## config.mk

```make
export PLATFORM = sky130hd
export DESIGN_NAME = alu_control_seq
export DESIGN_NICKNAME = d
export VERILOG_FILES = /design/src/rtl/alu_ctrl_pkg.sv /design/src/rtl/alu_control_seq_md_sequencer.sv /design/src/rtl/alu_control_seq.sv
export SDC_FILE = /design/constraint.sdc
export NUM_CORES = 1
export LEC_CHECK = 0
export CELL_PAD_IN_SITES_DETAIL_PLACEMENT = 0
export CELL_PAD_IN_SITES_GLOBAL_PLACEMENT = 1
export CORE_MARGIN = 2
export CORE_UTILIZATION = 33
export DETAILED_ROUTE_END_ITERATION = 12
export HOLD_SLACK_MARGIN = 0.02
export PLACE_DENSITY_LB_ADDON = 0.1
export SYNTH_ARGS = -nofsm -noshare
export SYNTH_HDL_FRONTEND = slang
export SYNTH_SLANG_ARGS = --single-unit
```

## constraint.sdc

```tcl
create_clock -name clk -period 2 [get_ports clk]
set_clock_uncertainty 0.1 [all_clocks]
set_input_delay 0.6 -clock clk [delete_from_list [all_inputs] [get_ports clk]]
set_output_delay 0.6 -clock clk [all_outputs]
set_load 0.02 [all_outputs]
```

## src/rtl/alu_ctrl_pkg.sv

```systemverilog
// alu_ctrl_pkg: ALU control encodings, func/alu_op constants, MULT/DIV FSM states and the decode helper
// Used by md_sequencer and alu_control_seq (optional feature macro ALU_CTRL_STALL_CNT_EN lives in the top).
package alu_ctrl_pkg;
    localparam logic [3:0] ALU_ADD  = 4'd0;
    localparam logic [3:0] ALU_SUB  = 4'd1;
    localparam logic [3:0] ALU_AND  = 4'd4;
    localparam logic [3:0] ALU_OR   = 4'd5;
    localparam logic [3:0] ALU_XOR  = 4'd6;
    localparam logic [3:0] ALU_NOR  = 4'd7;
    localparam logic [3:0] ALU_SLT  = 4'd8;
    localparam logic [3:0] ALU_SLTU = 4'd9;
    localparam logic [3:0] ALU_SLL  = 4'd10;
    localparam logic [3:0] ALU_SRL  = 4'd11;
    localparam logic [3:0] ALU_SRA  = 4'd12;

    localparam logic [5:0] F_ADD  = 6'b100000;
    localparam logic [5:0] F_SUB  = 6'b100010;
    localparam logic [5:0] F_AND  = 6'b100100;
    localparam logic [5:0] F_OR   = 6'b100101;
    localparam logic [5:0] F_XOR  = 6'b100110;
    localparam logic [5:0] F_NOR  = 6'b100111;
    localparam logic [5:0] F_SLT  = 6'b101010;
    localparam logic [5:0] F_SLTU = 6'b101011;
    localparam logic [5:0] F_SLL  = 6'b000000;
    localparam logic [5:0] F_SRL  = 6'b000010;
    localparam logic [5:0] F_SRA  = 6'b000011;
    localparam logic [5:0] F_MULT = 6'b011000;
    localparam logic [5:0] F_DIV  = 6'b011010;

    localparam logic [1:0] OP_ADD   = 2'd0;
    localparam logic [1:0] OP_SUB   = 2'd1;
    localparam logic [1:0] OP_RTYPE = 2'd2;

    typedef enum logic [1:0] {S_IDLE, S_MUL, S_DIV, S_DONE} md_state_t;

    // MULT/DIV decode to ADD (0): they leave the ALU idle while the sequencer runs
    function automatic logic [3:0] decode(input logic [1:0] op, input logic [5:0] f);
        if (op == OP_SUB) return ALU_SUB;
        if (op != OP_RTYPE) return ALU_ADD;
        case (f)
            F_SUB:   return ALU_SUB;
            F_AND:   return ALU_AND;
            F_OR:    return ALU_OR;
            F_XOR:   return ALU_XOR;
            F_NOR:   return ALU_NOR;
            F_SLT:   return ALU_SLT;
            F_SLTU:  return ALU_SLTU;
            F_SLL:   return ALU_SLL;
            F_SRL:   return ALU_SRL;
            F_SRA:   return ALU_SRA;
            default: return ALU_ADD;
        endcase
    endfunction
endpackage

```

## src/rtl/alu_control_seq_md_sequencer.sv

```systemverilog
// md_sequencer: MULT/DIV multi-cycle FSM and cycle counter
// Ports: clk, rst_n (async active-low), start (MULT/DIV offered), is_div, flush,
//        stall (busy in MUL/DIV), md_start (accept pulse), md_is_div, hilo_we (result pulse).
module md_sequencer
    import alu_ctrl_pkg::*;
#(
    parameter int MUL_CYCLES = 4,
    parameter int DIV_CYCLES = 32
) (
    input  logic clk,
    input  logic rst_n,
    input  logic start,
    input  logic is_div,
    input  logic flush,
    output logic stall,
    output logic md_start,
    output logic md_is_div,
    output logic hilo_we
);
    localparam int MX = (MUL_CYCLES > DIV_CYCLES) ? MUL_CYCLES : DIV_CYCLES;
    localparam int CW = $clog2(MX) + 1;

    md_state_t       state, state_n;
    logic [CW-1:0]   cnt, cnt_n;
    logic            accept;

    assign stall   = (state == S_MUL) || (state == S_DIV);
    assign hilo_we = state == S_DONE;
    // flush beats a simultaneous accept; stall blocks accept while busy
    assign accept  = start && !flush && !stall;

    always_comb begin
        state_n = state;
        cnt_n   = cnt;
        case (state)
            S_MUL, S_DIV: begin
                if (flush) state_n = S_IDLE;
                else if (cnt == '0) state_n = S_DONE;
                else cnt_n = cnt - 1'b1;
            end
            default: begin
                state_n = accept ? (is_div ? S_DIV : S_MUL) : S_IDLE;
                cnt_n   = !accept ? cnt : is_div ? CW'(DIV_CYCLES - 1) : CW'(MUL_CYCLES - 1);
            end
        endcase
    end

    always_ff @(posedge clk or negedge rst_n) begin
        if (!rst_n) begin
            state     <= S_IDLE;
            cnt       <= '0;
            md_start  <= 1'b0;
            md_is_div <= 1'b0;
        end else begin
            state    <= state_n;
            cnt      <= cnt_n;
            md_start <= accept;
            if (accept) md_is_div <= is_div;
        end
    end
endmodule

```

## src/rtl/alu_control_seq.sv

```systemverilog
// alu_control_seq: ALU control decode with ID/EX register and MULT/DIV stall sequencer
// Ports: clk, rst_n (async active-low), in_valid, flush, alu_op[1:0], func[5:0],
//        alu_control[CTRL_W-1:0], ex_valid, md_start, md_is_div, stall, hilo_we.
// Macro ALU_CTRL_STALL_CNT_EN adds stall_cycles[31:0], a saturating count of stalled cycles.
module alu_control_seq
    import alu_ctrl_pkg::*;
#(
    parameter int CTRL_W     = 4,
    parameter int MUL_CYCLES = 4,
    parameter int DIV_CYCLES = 32
) (
    input  logic              clk,
    input  logic              rst_n,
    input  logic              in_valid,
    input  logic              flush,
    input  logic [1:0]        alu_op,
    input  logic [5:0]        func,
    output logic [CTRL_W-1:0] alu_control,
    output logic              ex_valid,
    output logic              md_start,
    output logic              md_is_div,
    output logic              stall,
    output logic              hilo_we
`ifdef ALU_CTRL_STALL_CNT_EN
    ,
    output logic [31:0]       stall_cycles
`endif
);
    logic is_md;

    assign is_md = (alu_op == OP_RTYPE) && ((func == F_MULT) || (func == F_DIV));

    md_sequencer #(.MUL_CYCLES(MUL_CYCLES), .DIV_CYCLES(DIV_CYCLES)) u_seq (
        .clk       (clk),
        .rst_n     (rst_n),
        .start     (in_valid && is_md),
        .is_div    (func == F_DIV),
        .flush     (flush),
        .stall     (stall),
        .md_start  (md_start),
        .md_is_div (md_is_div),
        .hilo_we   (hilo_we)
    );

    always_ff @(posedge clk or negedge rst_n) begin
        if (!rst_n) begin
            alu_control <= '0;
            ex_valid    <= 1'b0;
        end else if (!stall) begin
            alu_control <= (flush || !in_valid) ? '0 : CTRL_W'(decode(alu_op, func));
            ex_valid    <= in_valid && !flush;
        end
    end

`ifdef ALU_CTRL_STALL_CNT_EN
    always_ff @(posedge clk or negedge rst_n) begin
        if (!rst_n) stall_cycles <= '0;
        else if (stall && !(&stall_cycles)) stall_cycles <= stall_cycles + 32'd1;
    end
`endif
endmodule

```

# --- Yosys cells after proc, flatten, opt, wreduce, memory -nomap -nowiden ---
# Cells that the tools add are included.
word_totals:
  reg_bits: 15
  latch_bits: 0
  ram_bits: 0
  rom_bits: 0
  input_bits: 12
  output_inout_bits: 9
  wordCells: 64
  mem_count: 0
op_classes:
  addsub: 1
  multipliers: 0
  n_div: 0
  magnitude_cmp: 0
  eq_ne: 20
  n_shift: 0
  n_mux: 21
  bitwise_logic: 0
  reduce_logical: 16
ops:
  columns: ["cell", "n"]
  rows:
  - ["$eq A6 B6 Y1 const B", 7]
  - ["$pmux W4 S10", 1]
  - ["$mux W6", 4]
  - ["$mux W4", 5]
  - ["$eq A6 B2 Y1 const B", 2]
  - ["$eq A6 B5 Y1 const B", 2]
  - ["$logic_not A6 Y1", 2]
  - ["$mux W2", 5]
  - ["$eq A2 B2 Y1 const B", 3]
  - ["$ne A2 B2 Y1 const B", 3]
  - ["$sub A6 B1 Y6 const B", 1]
  - ["$logic_and A1 B1 Y1", 5]
  - ["$mux W1", 5]
  - ["$mux W5", 1]
  - ["$eq A2 B1 Y1 const B", 2]
  - ["$logic_not A1 Y1", 3]
  - ["$logic_or A1 B1 Y1", 3]
  - ["$ne A3 B2 Y1 const B", 1]
  - ["$reduce_and A3 Y1", 1]
  - ["$reduce_bool A2 Y1", 1]
  - ["$reduce_or A2 Y1", 1]

# --- Depth between registers and ports, before layout ---
logic_depth:
  depth_word: 8
  depth_mapped: 7
  depth_no_buf: 6

# --- Modules after synthesis ---
# From an unflattened synthesis, not the netlist that was laid out.
hier_totals:
  cells_unflattened: 97
  area_unflattened_um2: 962.2
modules_own_cells:
  columns: ["module", "instances", "cells_per_inst", "area_per_inst_um2"]
  rows:
  - ["md_sequencer", 1, 56, 609.3]
  - ["alu_control_seq", 1, 41, 352.8]

# --- Worst setup path after synthesis ---
# Ideal clock, no wire load.
synth_timing:
  path_type: "reg2reg"
  start: "register u_seq.state[0]"
  end: "register u_seq.cnt[2]"
  setup_ns: 0.123
  arrival_ns: 1.964
  required_ns: 1.777
  slack_ns: -0.188
  path_stages_with_launch: 7
  path_buffers: 1
  synth_period_minus_slack_ns: 2.188
  path_cell_list: "dfrtp_1 > ha_1 > buf_6 > or4b_4 > o21ai_4 > a41o_1 > nor3_2"
synth_between:
  elab_chain_len: 6
  elab_cells_between_ends: 11
  classes_between: "eq/ne (4); mux (1); reduce/logical (6)"
synth_lines:
  columns: ["element", "line", "rtl"]
  rows:
  - ["start: declaration", "alu_control_seq_md_sequencer.sv:23", "md_state_t state, state_n;"]
  - ["start signal: assignment", "alu_control_seq_md_sequencer.sv:55", "state <= state_n;"]
  - ["$eq A2 B1 Y1 / $eq A2 B2 Y1 (equally long branches)", "alu_control_seq_md_sequencer.sv:27", "assign stall = (state == S_MUL) || (state == S_DIV);"]
  - ["$logic_or A1 B1 Y1 (*)", "alu_control_seq_md_sequencer.sv:27", null]
  - ["named net stall", "alu_control_seq.sv:22", "output logic stall,"]
  - ["$logic_not A1 Y1 (*)", "alu_control_seq_md_sequencer.sv:30", "assign accept = start && !flush && !stall;"]
  - ["$logic_and A1 B1 Y1 (*)", "alu_control_seq_md_sequencer.sv:30", null]
  - ["$reduce_bool A2 Y1 (no line) (*)", null, null]
  - ["$reduce_and A3 Y1 (no line) (*)", null, null]
  - ["end signal: assignment", "alu_control_seq_md_sequencer.sv:56", "cnt <= cnt_n;"]
  - ["end: declaration", "alu_control_seq_md_sequencer.sv:24", "logic [CW-1:0] cnt, cnt_n;"]
# Mark *: on every way through the listed nets, which the timed path passes. The rest lies on a longest branch.
# A chain may end at the register's enable or synchronous reset.

# --- Worst setup path in the final report ---
layout_timing:
  start: "register ex_valid"
  end: "output ex_valid"
layout_lines:
  columns: ["element", "line", "rtl"]
  rows:
  - ["start: declaration", "alu_control_seq.sv:19", "output logic ex_valid,"]
  - ["start signal: assignment", "alu_control_seq.sv:51", "ex_valid <= in_valid && !flush;"]
# No word-level cell between the ends.

==> run_results.csv <==
group,metric,value,unit
status,status,"complete, no violations",
floorplan,core-area,0.00276,mm2
drt,remaining_drc_errors,0,
floorplan,die_area,0.00333,mm2
drt,routed_wl,2.00,mm
sta,final_hold_viol_count,0,
worst_setup_path,critPathTopFamily,"buffers and inverters",
cts,numCtsBuffers,3,
sta,totalNegativeSetupSlack,0,ps
pwr,power,646,uW
cts,cts_max_level,1,
synth,syn_avg_cell_area,9.51,um2
worst_setup_path,crit_buf_inv,1,
synth,synth_common_cells,"dfrtp_1, nor2_1, nand2_1, a21oi_1",
worst_setup_path,r2r_cells,5,
hold_path,hold_path_class,"register to register",
sta,drv_slew,0,
pwr,p_per_area,493,mW/mm2
global_route,grt_max_degree,17,
synth,syn-cell-area,951,um2
drt,dr.pass1.iters,5,
global_route,overflow,0,
worst_setup_path,cp-startpoint,"ex_valid$_DFFE_PN0P_",
worst_setup_path,crit_slowest_cell,"clkdlybuf4s50_1",
cts,worstSkewPairLatency,290,ps
place,place_inst,160,
worst_setup_path,critical_path.max_fanout,2,
pwr,p_sw,191,uW
worst_setup_path,crit_chain,"clkdlybuf4s50_1",
synth,ys_types,41,
floorplan,die_x,57.7,um
worst_setup_path,critPathRequiredTime,1300,ps
global_route,antenna_found_initial,0,
sta,period_share,0.981,
pwr,seqPwrFrac,0.511,
synth,async_flop_share,1.00,
drt,vias,828,
drt,antenna_left,0,
pwr,p_clk_frac,0.282,
synth,seq_area_frac_synth,0.395,
layout,n_fill_cell,268,
worst_setup_path,path_class,"register to output pin",
layout,final_cell_area,0.00131,mm2
sta,grt_setup_unrepaired,"yes",
sta,setup_violations,0,
worst_setup_path,rr_startpoint,"u_seq.state[0]$_DFFE_PN0P_",
place,place_area,0.00128,mm2
hold_path,min_path_cells,2,
layout,drive_gt1_frac,0.278,
drt,wl_per_cell,12.2,um
synth,synth_top_area_frac,0.395,
pwr,internal-power,455,uW
floorplan,fp.dieH,57.7,um
layout,diodes,0,
synth,syn_inst,100,
synth,synth_edf_count,0,
synth,ys_top_cells_by_area,"dfrtp_1, nor2_1, ha_1, nand2_1, o31ai_2",
synth,synth.most_common_cell,"dfrtp_1",
cts,cts_tree,"done",
cts,path_clk_slew,100,ps
layout,syn_to_final_growth,37.8,%
sta,worst_pin_slew,322,ps
floorplan,initial_core_util,0.345,
worst_setup_path,path_depth,1,
place,port_buffers,20,
drt,viasPerCell,5.05,
worst_setup_path,r2r_end,"u_seq.cnt[3]$_DFFE_PN0P_",
synth,yosys_warnings,0,
cts,clk_path_buf_depth,2,
worst_setup_path,slowest_delay,600,ps
worst_setup_path,critPathLaunchType,"register",
sta,timing.fmax,510,MHz
cts,cts_root_buf,"clkbuf_4",
synth,yosysTopAreaCell,"dfrtp_1",
pwr,p_leak,0.594,nW
synth,ys_seq_elements,15,
floorplan,rows,19,
sta,relSlewSlack,0.784,
flow_run,maxCapViolCount,0,
layout,nNetsFinal,149,
cts,cts.sinks,15,
sta,period_needed,1960,ps
synth,synth_ff_type,"dfrtp_1",
global_route,grt_pass1_wl,3.55,mm
worst_setup_path,critPathCapture,"ex_valid",
global_route,grt_pass1_vias,824,
global_route,grtUsageTotal,0.139,
place,place.gp.congestion,0.752,
worst_setup_path,r2r_slack,110,ps
drt,drt-initial-drc-count,9,
synth,synth_nets,115,
worst_setup_path,end_kind,"output pin",
pwr,ir_drop,0.000274,V
pwr,p_sw_frac,0.295,
worst_setup_path,critPathArrivalTime,1260,ps
place,dp_hpwl,1.62,mm
pwr,combPwrFrac,0.206,
layout,stdcell_count,164,
floorplan,io_pins,21,
==> worst reg2reg max path, stage by stage (launching register included) <==
cell     delay [ps]
dfrtp_1         420
ha_4            250
or4b_4          530
o21ai_4         230
a41o_1          200
nor3_2           40
==> placed cells by master (no fill, tap or decap), types with 4 or more instances in the layout <==
cell             Yosys  routed
a21oi_1              5       5
buf_4                1      13
clkdlybuf4s50_1      0       7
dfrtp_1             15      15
dlygate4sd2_1        0      11
nand2_1             10       9
nor2_1              11      10
nor3_1               4       4
o21ai_1              4       4
o31ai_2              3       4
==> worst min path at each step <==
stage                                      from                     endpoint
floorplan                                 rst_n   alu_control[0]$_DFFE_PN0P_
global placement    u_seq.md_is_div$_DFFE_PN0N_  u_seq.md_is_div$_DFFE_PN0N_
detailed placement  u_seq.md_is_div$_DFFE_PN0N_  u_seq.md_is_div$_DFFE_PN0N_
CTS                 u_seq.md_is_div$_DFFE_PN0N_  u_seq.md_is_div$_DFFE_PN0N_
global route         alu_control[3]$_DFFE_PN0P_   alu_control[3]$_DFFE_PN0P_
finish              u_seq.md_is_div$_DFFE_PN0N_  u_seq.md_is_div$_DFFE_PN0N_
==> flip-flops by register name (all words and copies together) (netlist names) <==
signal	count
u_seq.md_start	1
u_seq.state	2
u_seq.cnt	6
alu_control	4
u_seq.md_is_div	1
ex_valid	1
==> what timing repair did <==
action	CTS	global route
pin swaps	9	3
hold buffers	0	0
gates resized for setup	14	6
setup buffers	0	0
setup endpoints to repair	15	10
==> routing by layer <==
layer | global-route usage | part of all wire | vias up
met3 | 0.0134 | 0.034 | 4
met1 | 0.173 | 0.45 | 385
met5 | 0 | 0 | -
met4 | 0.0698 | 0.018 | 0
li1 | - | - | 422
met2 | 0.240 | 0.49 | 17
==> metrics by stage <==
step           hold slack [ps]   util  setup slack, ps
5_1_grt                    435  0.475             1.73
4_1_cts                    404  0.470            -1.72
2_1_floorplan              204      -             13.3
6_report                   397  0.475             38.9
3_5_place_dp               381  0.464             -455
3_3_place_gp               369  0.464             -442
==> power by group through the flow <==
stage	Combinational, mW	Clock (mW)	Sequential (mW)
global placement	0.138	0	0.335
finish	0.133	0.182	0.330
floorplan	0.0758	0	0.334
CTS	0.134	0.190	0.329
global route	0.153	0.197	0.333
detailed placement	0.140	0	0.335
==> cells by family after synthesis <==
logic type,after synthesis,share of synthesized area
flip-flops,15,0.395
AND/OR/NAND/NOR,44,0.275
XOR/XNOR,2,0.0184
adder cells (fa/ha/maj),4,0.0500
AO/OA/AOI/OAI,25,0.203
buffers and inverters,10,0.0592
==> final cells by class <==
type                       instances  area (um2)  area share
multi-input combinational         75         557       0.425
clock inverter                     1        5.00     0.00382
sequential                        15         375       0.287
timing repair buffer              34         293       0.223
tap                               31        38.8      0.0296
inverter                           5        18.8      0.0143
clock buffer                       3        22.5      0.0172
Note: power is estimated with default switching activity, not from simulation.
